<file path="config.mk">
export PLATFORM = sky130hd
export DESIGN_NAME = led_panel_rx_flat
export DESIGN_NICKNAME = d
export VERILOG_FILES = /design/src/rtl/led_panel_if.sv /design/src/rtl/led_panel_rx.sv /design/src/flat_wrapper.sv
export SDC_FILE = /design/constraint.sdc
export NUM_CORES = 1
export LEC_CHECK = 0
export ABC_CLOCK_PERIOD_IN_PS = 2100
export BUFFER_PORTS_ARGS = -buffer_cell sky130_fd_sc_hd__buf_4
export CAP_MARGIN = 0
export CORE_ASPECT_RATIO = 0.9
export CORE_MARGIN = 2
export CORE_UTILIZATION = 28
export DETAILED_ROUTE_END_ITERATION = 16
export PLACE_DENSITY = 0.56
export SLEW_MARGIN = 20
export SYNTH_ARGS = -nofsm -noshare
export SYNTH_HDL_FRONTEND = slang
export SYNTH_SLANG_ARGS = --single-unit
export TNS_END_PERCENT = 1
</file>
<file path="constraint.sdc">
create_clock -name clk -period 2.1 [get_ports clk]
set_clock_uncertainty 0.1 [all_clocks]
set_input_delay 0.105 -clock clk [delete_from_list [all_inputs] [get_ports clk]]
set_output_delay 0.105 -clock clk [all_outputs]
set_load 0.02 [all_outputs]
</file>
<file path="src/rtl/led_panel_if.sv">
// Panel-drive lines seen by the receiver plus the rebuilt row outputs.
interface led_panel_if #(
  parameter int WIDTH    = 8,
  parameter int ROW_BITS = 3
);
  logic                red_in, green_in, blue_in;
  logic                sclk_in, latch_in, aclk_in, arst_in, blank_in;
  logic                row_valid;
  logic [ROW_BITS-1:0] row_addr;
  logic [WIDTH-1:0]    red_row, green_row, blue_row;
  logic                row_overrun, row_short;
  logic                frame_start;
  logic                display_on;

  modport master (
    output red_in, green_in, blue_in, sclk_in, latch_in, aclk_in, arst_in, blank_in,
    input  row_valid, row_addr, red_row, green_row, blue_row,
           row_overrun, row_short, frame_start, display_on
  );

  modport slave (
    input  red_in, green_in, blue_in, sclk_in, latch_in, aclk_in, arst_in, blank_in,
    output row_valid, row_addr, red_row, green_row, blue_row,
           row_overrun, row_short, frame_start, display_on
  );
endinterface

</file>
<file path="src/rtl/led_panel_rx.sv">
// LED-panel receive monitor: synchronizes the eight drive lines and rebuilds
// each latched RGB row, its row address and row-length error flags.

module led_panel_lane #(
  parameter int WIDTH = 8
) (
  input  logic             clk,
  input  logic             rst_n,
  input  logic             shift_en,
  input  logic             load_en,
  input  logic             bit_in,
  output logic [WIDTH-1:0] row_out
);
  logic [WIDTH-1:0] sr;

  // load takes the pre-shift value when both fire together
  always_ff @(posedge clk or negedge rst_n) begin
    if (!rst_n) begin
      sr      <= '0;
      row_out <= '0;
    end else begin
      if (shift_en) sr      <= {sr[WIDTH-2:0], bit_in};
      if (load_en)  row_out <= sr;
    end
  end
endmodule

module led_panel_rx #(
  parameter int WIDTH    = 8,
  parameter int ROW_BITS = 3
) (
  input  logic     clk,
  input  logic     rst_n,
  led_panel_if.slave pif
);
  localparam int NUM_LANES = 3;
  localparam int CW        = $clog2(WIDTH + 2);
  localparam logic [CW-1:0] W_C   = CW'(WIDTH);
  localparam logic [CW-1:0] W_MAX = CW'(WIDTH + 1);

  // synchronizer bit positions
  localparam int SC = 3, LA = 4, AC = 5, AR = 6, BL = 7;

  logic [7:0] raw, s1, s2;
  logic [3:0] prev;
  logic       sclk_rise, latch_rise, aclk_rise, arst_fall;

  assign raw = {pif.blank_in, pif.arst_in, pif.aclk_in, pif.latch_in,
                pif.sclk_in, pif.blue_in, pif.green_in, pif.red_in};

  // blank resets high so the panel reads dark out of reset
  always_ff @(posedge clk or negedge rst_n) begin
    if (!rst_n) begin
      s1   <= 8'h80;
      s2   <= 8'h80;
      prev <= '0;
    end else begin
      s1   <= raw;
      s2   <= s1;
      prev <= s2[AR:SC];
    end
  end

  assign sclk_rise  = s2[SC] & ~prev[0];
  assign latch_rise = s2[LA] & ~prev[1];
  assign aclk_rise  = s2[AC] & ~prev[2];
  assign arst_fall  = ~s2[AR] & prev[3];

  logic [NUM_LANES-1:0][WIDTH-1:0] rows;

  for (genvar l = 0; l < NUM_LANES; l++) begin : g_lane
    led_panel_lane #(.WIDTH(WIDTH)) u_lane (
      .clk      (clk),
      .rst_n    (rst_n),
      .shift_en (sclk_rise),
      .load_en  (latch_rise),
      .bit_in   (s2[l]),
      .row_out  (rows[l])
    );
  end

  assign pif.red_row    = rows[0];
  assign pif.green_row  = rows[1];
  assign pif.blue_row   = rows[2];
  assign pif.display_on = ~s2[BL];

  logic [CW-1:0]       bit_cnt;
  logic [ROW_BITS-1:0] row_cnt, row_addr_q;
  logic                row_valid_q, overrun_q, short_q, frame_start_q;

  always_ff @(posedge clk or negedge rst_n) begin
    if (!rst_n) begin
      bit_cnt       <= '0;
      row_cnt       <= '0;
      row_addr_q    <= '0;
      row_valid_q   <= 1'b0;
      overrun_q     <= 1'b0;
      short_q       <= 1'b0;
      frame_start_q <= 1'b0;
    end else begin
      row_valid_q   <= 1'b0;
      frame_start_q <= 1'b0;

      // a shift coinciding with the latch belongs to the next row
      if (latch_rise) begin
        row_valid_q <= 1'b1;
        row_addr_q  <= row_cnt;
        overrun_q   <= (bit_cnt > W_C);
        short_q     <= (bit_cnt < W_C);
        bit_cnt     <= sclk_rise ? CW'(1) : '0;
      end else if (sclk_rise && bit_cnt != W_MAX) begin
        bit_cnt <= bit_cnt + CW'(1);
      end

      if (s2[AR]) begin
        row_cnt <= '0;
      end else if (aclk_rise) begin
        row_cnt <= row_cnt + ROW_BITS'(1);
        if (&row_cnt) frame_start_q <= 1'b1;
      end
      if (arst_fall) frame_start_q <= 1'b1;
    end
  end

  assign pif.row_valid   = row_valid_q;
  assign pif.row_addr    = row_addr_q;
  assign pif.row_overrun = overrun_q;
  assign pif.row_short   = short_q;
  assign pif.frame_start = frame_start_q;
endmodule

</file>
<file path="src/flat_wrapper.sv">
// flat-port wrapper written by rule: the top's interface ports become plain ports
module led_panel_rx_flat 
#(
  parameter int WIDTH    = 8,
  parameter int ROW_BITS = 3
)
  (clk, rst_n, pif_red_in, pif_green_in, pif_blue_in, pif_sclk_in, pif_latch_in, pif_aclk_in, pif_arst_in, pif_blank_in, pif_row_valid, pif_row_addr, pif_red_row, pif_green_row, pif_blue_row, pif_row_overrun, pif_row_short, pif_frame_start, pif_display_on);
  led_panel_if #(.WIDTH(WIDTH), .ROW_BITS(ROW_BITS)) pif_i ();
  input  logic clk;
  input  logic rst_n;
  input wire logic [$bits(pif_i.red_in)-1:0] pif_red_in;
  input wire logic [$bits(pif_i.green_in)-1:0] pif_green_in;
  input wire logic [$bits(pif_i.blue_in)-1:0] pif_blue_in;
  input wire logic [$bits(pif_i.sclk_in)-1:0] pif_sclk_in;
  input wire logic [$bits(pif_i.latch_in)-1:0] pif_latch_in;
  input wire logic [$bits(pif_i.aclk_in)-1:0] pif_aclk_in;
  input wire logic [$bits(pif_i.arst_in)-1:0] pif_arst_in;
  input wire logic [$bits(pif_i.blank_in)-1:0] pif_blank_in;
  output wire logic [$bits(pif_i.row_valid)-1:0] pif_row_valid;
  output wire logic [$bits(pif_i.row_addr)-1:0] pif_row_addr;
  output wire logic [$bits(pif_i.red_row)-1:0] pif_red_row;
  output wire logic [$bits(pif_i.green_row)-1:0] pif_green_row;
  output wire logic [$bits(pif_i.blue_row)-1:0] pif_blue_row;
  output wire logic [$bits(pif_i.row_overrun)-1:0] pif_row_overrun;
  output wire logic [$bits(pif_i.row_short)-1:0] pif_row_short;
  output wire logic [$bits(pif_i.frame_start)-1:0] pif_frame_start;
  output wire logic [$bits(pif_i.display_on)-1:0] pif_display_on;
  assign pif_i.red_in = pif_red_in;
  assign pif_i.green_in = pif_green_in;
  assign pif_i.blue_in = pif_blue_in;
  assign pif_i.sclk_in = pif_sclk_in;
  assign pif_i.latch_in = pif_latch_in;
  assign pif_i.aclk_in = pif_aclk_in;
  assign pif_i.arst_in = pif_arst_in;
  assign pif_i.blank_in = pif_blank_in;
  assign pif_row_valid = pif_i.row_valid;
  assign pif_row_addr = pif_i.row_addr;
  assign pif_red_row = pif_i.red_row;
  assign pif_green_row = pif_i.green_row;
  assign pif_blue_row = pif_i.blue_row;
  assign pif_row_overrun = pif_i.row_overrun;
  assign pif_row_short = pif_i.row_short;
  assign pif_frame_start = pif_i.frame_start;
  assign pif_display_on = pif_i.display_on;
  led_panel_rx #(.WIDTH(WIDTH), .ROW_BITS(ROW_BITS)) u_core (.clk(clk), .rst_n(rst_n), .pif(pif_i));
endmodule
</file>
# ---- Word-level counts from Yosys, hierarchy flattened
# Cells that the tools add are included.
dict set report word_totals {
  regBits 82
  inputBits 10
  output_inout_bits 32
  wordCells 44
}
dict set report op_classes {
  addsub 2
  order_cmp 2
  eq_ne 1
  mux 10
  n_bitwise 9
  n_reduce_logical 4
}
# cell n
set op_table {}
lappend op_table {{2-to-1 mux 4 bit} 2}
lappend op_table {{2-to-1 mux 1 bit} 6}
lappend op_table {{2-to-1 mux 3 bit} 2}
lappend op_table {{inverter 1 bit} 5}
lappend op_table {{adder 4 x 1 -> 4 bit (second input constant)} 1}
lappend op_table {{AND 1 bit} 4}
lappend op_table {{> comparator 4 bit (second input constant)} 1}
lappend op_table {{less-than comparator 4 bit (second input constant)} 1}
lappend op_table {{inequality test 4 bit (second input constant)} 1}
lappend op_table {{nonzero test 2 bit} 2}
lappend op_table {{adder 3 x 1 -> 3 bit (second input constant)} 1}
lappend op_table {{AND reduction 3 bit} 1}
lappend op_table {{logical AND 1 bit} 1}

# ---- Longest topological paths before layout
dict set report depth {
  word_depth 5
  ltp_mapped 6
  ltp_nobuf 5
}

# ---- Modules after synthesis
# Synthesis repeated with hierarchy kept, for this count alone.
dict set report hier_totals {
  cells_unflattened 192
  area_unflattened_um2 3175.5
}
# module n_inst cells_each area_per_inst_um2 seq_area_each_um2
set modules_own_cells {}
lappend modules_own_cells {led_panel_lane 3 34 663.1 400.4}
lappend modules_own_cells {led_panel_rx 1 90 1186.1 853.3}

# ---- Worst setup path after synthesis
# OpenSTA, ideal clock, no wires.
dict set report synth_timing {
  path_type {reg-to-reg}
  startpoint {reg u_core.bit_cnt[0]}
  endpoint {reg u_core.bit_cnt[0]}
  setup_ps 138
  arrival_ps 1079
  t_required_ps 1862
  slack_ps 783
  stages_incl_launch_ff 5
  n_path_buf 0
  period_less_slack_ps 1317
  cell_sequence {dfrtp_1 -> ha_1 -> and3b_4 -> o211ai_2 -> o311ai_2}
}
dict set report synth_between {
  elab_chain_cells 3
  word_cells_on_any_way 6
  cone_classes {add/sub: 1; eq/ne: 1; mux: 2; reduce/logical: 2}
}
# item line
set synth_rtl {}
lappend synth_rtl {{from (decl)} led_panel_rx.sv:87} ;# logic [CW-1:0] bit_cnt;
lappend synth_rtl {{from (signal assigned)} led_panel_rx.sv:110} ;# bit_cnt <= sclk_rise ? CW'(1) : '0;
lappend synth_rtl {{from (signal assigned)} led_panel_rx.sv:112} ;# bit_cnt <= bit_cnt + CW'(1);
lappend synth_rtl {{adder 4 x 1 -> 4 bit / inequality test 4 bit (equally long branches)} {led_panel_rx.sv:112, led_panel_rx.sv:111}}
lappend synth_rtl {{2-to-1 mux 4 bit / logical AND 1 bit (equally long branches)} led_panel_rx.sv:111} ;# end else if (sclk_rise && bit_cnt != W_MAX) begin
lappend synth_rtl {{2-to-1 mux 4 bit / nonzero test 2 bit (equally long branches)} -}
# Parallel ways exist; a longest one is shown, timed or not. The select of a mux whose other input is x is not followed.
# A chain may end at the register's enable or synchronous reset.

# ---- Worst setup path in the final report
dict set report layout_timing {
  startpoint {reg u_core.prev[0]}
  endpoint {reg u_core.bit_cnt[0]}
}
dict set report layout_between {
  elab_chain_cells 4
  word_cells_on_any_way 6
  cone_classes {mux: 2; bitwise: 2; reduce/logical: 2}
}
# item line
set layout_rtl {}
lappend layout_rtl {{from (decl)} led_panel_rx.sv:45} ;# logic [3:0] prev;
lappend layout_rtl {{from (signal assigned)} led_panel_rx.sv:60} ;# prev <= s2[AR:SC];
lappend layout_rtl {{inverter 1 bit *} led_panel_rx.sv:64} ;# assign sclk_rise = s2[SC] & ~prev[0];
lappend layout_rtl {{AND 1 bit *} led_panel_rx.sv:64}
lappend layout_rtl {{2-to-1 mux 1 bit / logical AND 1 bit (equally long branches)} {led_panel_rx.sv:110, led_panel_rx.sv:111}}
lappend layout_rtl {{2-to-1 mux 4 bit / nonzero test 2 bit (equally long branches)} -}
# Every way passes the cells marked *; elsewhere a longest branch is shown, timed or not.

==> impl_metrics.json <==
{
  "status": "finished, final reports clean",
  "p_per_area_nw_per_um2": 1070,
  "fin_crit_ns": 1.53,
  "worstPathArrival_ns": 1.61,
  "finalCritPeriodShare_pct": 72.7,
  "path_max_fanout": 18,
  "clock_path_buffers": 2,
  "initial_utilization_pct": 28.4,
  "worstHoldPathType": "in2async",
  "grt_max_degree": 46,
  "cts-root-buf": "clkbuf_16",
  "firstDrtPassIters": 4,
  "synth_area_per_cell_um2": 10.3,
  "final-setup-viol-count": 0,
  "overflow": 0,
  "wl_met3_um": 289,
  "gp_congestion": 0.722,
  "antenna_found_initial": 0,
  "antenna_cells": 0,
  "crit_slowest_cell": "nand2b_1",
  "ir_drop_mv": 0.443,
  "endpoint_kind": "register",
  "hold_viol": 0,
  "cp_data_required_time_ns": 2.18,
  "design.portCount": 42,
  "cts_resized": 0,
  "synth_area_leaders": "dfrtp_1, nand2_1, buf_6",
  "drt-total-wl_um": 5630,
  "drcViolationCount": 0,
  "syn_inst": 294,
  "syn-cell-area_um2": 3040,
  "clk_latency_ns": 0.33,
  "clkTransAtPathRegs_ns": 0.05,
  "synthDistinctLibCells": 23,
  "drt_iter0_markers": 92,
  "viasPerCell": 4.09,
  "ys_seq_elements": 82,
  "cts_setup_buffers": 0,
  "cap_viol_max_count": 0,
  "hpwl_um": 3660,
  "critPathKind": "reg2reg",
  "rows": 36,
  "portBuffers": 41,
  "grt_pass1_vias": 2091,
  "path_cells": "nand2b_1 -> o211ai_2 -> o311ai_2",
  "die_x_um": 114,
  "cts_tree": "done",
  "syn_to_final_growth_pct": 27.2,
  "nNetsFinal": 364,
  "start_kind": "register",
  "yosysWarningCount": 0,
  "grtUsageTotal_pct": 11.0,
  "slew_viol_final": 0,
  "worst_pin_slew_ns": 0.695,
  "drive_above_1_share_pct": 19.5,
  "cpPeakStageDelay_ns": 0.46,
  "rsz0062_at_grt": "false",
  "max_slew_margin_pct": 53.7,
  "yosysSeqAreaShare_pct": 67.7,
  "grt_pass1_wl_um": 9870,
  "htreeDepth": 3,
  "yosysTopAreaCell": "dfrtp_1",
  "tns_ns": 0,
  "clock-sinks": 82,
  "core_region_area_um2": 10700,
  "cellLeakagePower_nw": 2.05,
  "syn-num-nets": 309,
  "dieHeight_um": 103,
  "numCtsBuffers": 9,
  "yosysTopAreaCellShare_pct": 65.9,
  "wl_met2_um": 2530,
  "highest_layer": "met4",
  "hold_ws_ns": 0.207,
  "wl_per_cell_um": 11.6,
  "fp.dieArea_um2": 11700,
  "fmax_mhz": 655,
  "vias": 1991,
  "ant_nets": 0,
  "m1WireLength_um": 2710
}
synthesized netlist by cell type (all sizes together):
cell type and n:
nand3 1, a21oi 6, o211ai 1, nand3b 1, mux2i 1, and2b 1
nor2 2, o311ai 1, nand2 161, buf 13, and3b 1, inv 6
nand4 1, nand2b 4, xnor2 1, dfstp 2, ha 5, o21ai 5
nor2b 1, dfrtp 80
metal layers:
layer	GRT usage (%)	vias to the layer above
li1	-	1012
met4	4.78	0
met5	0	-
met1	13.8	929
met2	17.0	42
met3	4.29	8
worst max-delay path, delay by kind of cell (launching register included):
kind / cells / cell delay (ns)
AOI/OAI and AO/OA: 2 / 0.44
DFF: 1 / 0.38
and+or+nand+nor: 1 / 0.46
worst paths after layout:
kind / end / start / cells after the start / slack, ns
setup / recovery: u_core.bit_cnt[0]$_DFFE_PN0P_ / u_core.prev[0]$_DFF_PN0_ / 3 / 0.57
hold reg to reg: u_core.s2[5]$_DFF_PN0_ / u_core.s1[5]$_DFF_PN0_ / 0 / 0.25
hold / removal: u_core.s1[6]$_DFF_PN0_ / rst_n / 2 / 0.21
max in group asynchronous: u_core.prev[1]$_DFF_PN0_ / rst_n / 3 / 1.07
setup reg to reg: u_core.bit_cnt[0]$_DFFE_PN0P_ / u_core.prev[0]$_DFF_PN0_ / 3 / 0.57
min in group clk: u_core.s2[5]$_DFF_PN0_ / u_core.s1[5]$_DFF_PN0_ / 0 / 0.25
per-stage QoR:
stage                     setup slack [ns]  utilization, %  cell area, um^2  total power [mW]  instances
after floorplan                      0.783               -             3040              2.27        294
after global placement               0.612            32.3             3450              2.53        462
after detailed placement             0.571            32.3             3450              2.55        462
after CTS                            0.561            36.2             3860              4.21        487
after global routing                 0.427            36.2             3860              4.37        487
final                                0.574            36.2             3860              4.14        487
state kept, by name, indices dropped and copies added (netlist names):
| register | cells |
|---|---|
| u_core.bit_cnt | 4 |
| u_core.g_lane.u_lane.row_out | 24 |
| u_core.g_lane.u_lane.sr | 24 |
| u_core.pif.frame_start | 1 |
| u_core.pif.row_addr | 3 |
| u_core.pif.row_overrun | 1 |
| u_core.pif.row_short | 1 |
| u_core.pif.row_valid | 1 |
| u_core.prev | 4 |
| u_core.row_cnt | 3 |
| u_core.s1 | 8 |
| u_core.s2 | 8 |
area by class of cell:
cell class	count	area, um^2
inverter	6	22.5
timing repair buffer	57	450
tap	133	166
fill	1049	6810
multi-input combinational	193	850
sequential	82	2050
clock buffer	15	288
clock inverter	1	30.0
logic make-up (layout without fill, tap and decap cells):
logic type	count (synthesis)	count (layout)	share of synthesized area, %
flops	82	82	67.7
simple gates	173	173	22.5
fa+ha+maj	5	5	2.06
mux	1	1	0.330
buf+inv	19	79	4.37
compound gates	13	13	2.76
xor+xnor	1	1	0.288
what timing repair did:
action                                  in CTS  in global routing
hold buffers                                 9                  0
endpoints found under the setup margin       0                  0
hold endpoints to repair                    48                  0
where the power goes:
group	internal [mW]	total (mW)	switching, mW
sequential	1.80	1.94	0.143
clock	1.05	1.62	0.568
combinational	0.244	0.586	0.342
cells in the final DEF (no fill, tap or decap):
master and instances:
a21oi_1 6, and2b_1 1, and3b_4 1, buf_4 48, bufinv_16 1, clkbuf_1 2
clkbuf_16 9, clkbuf_8 4, dfrtp_1 80, dfstp_2 2, dlygate4sd3_1 9, ha_1 5
inv_1 5, inv_2 1, mux2i_1 1, nand2_1 161, nand2b_1 4, nand3_1 1
nand3b_1 1, nand4_1 1, nor2_1 2, nor2b_2 1, o211ai_2 1, o21ai_0 5
o311ai_2 1, xnor2_1 1
Power figures use the tool's default switching activity.
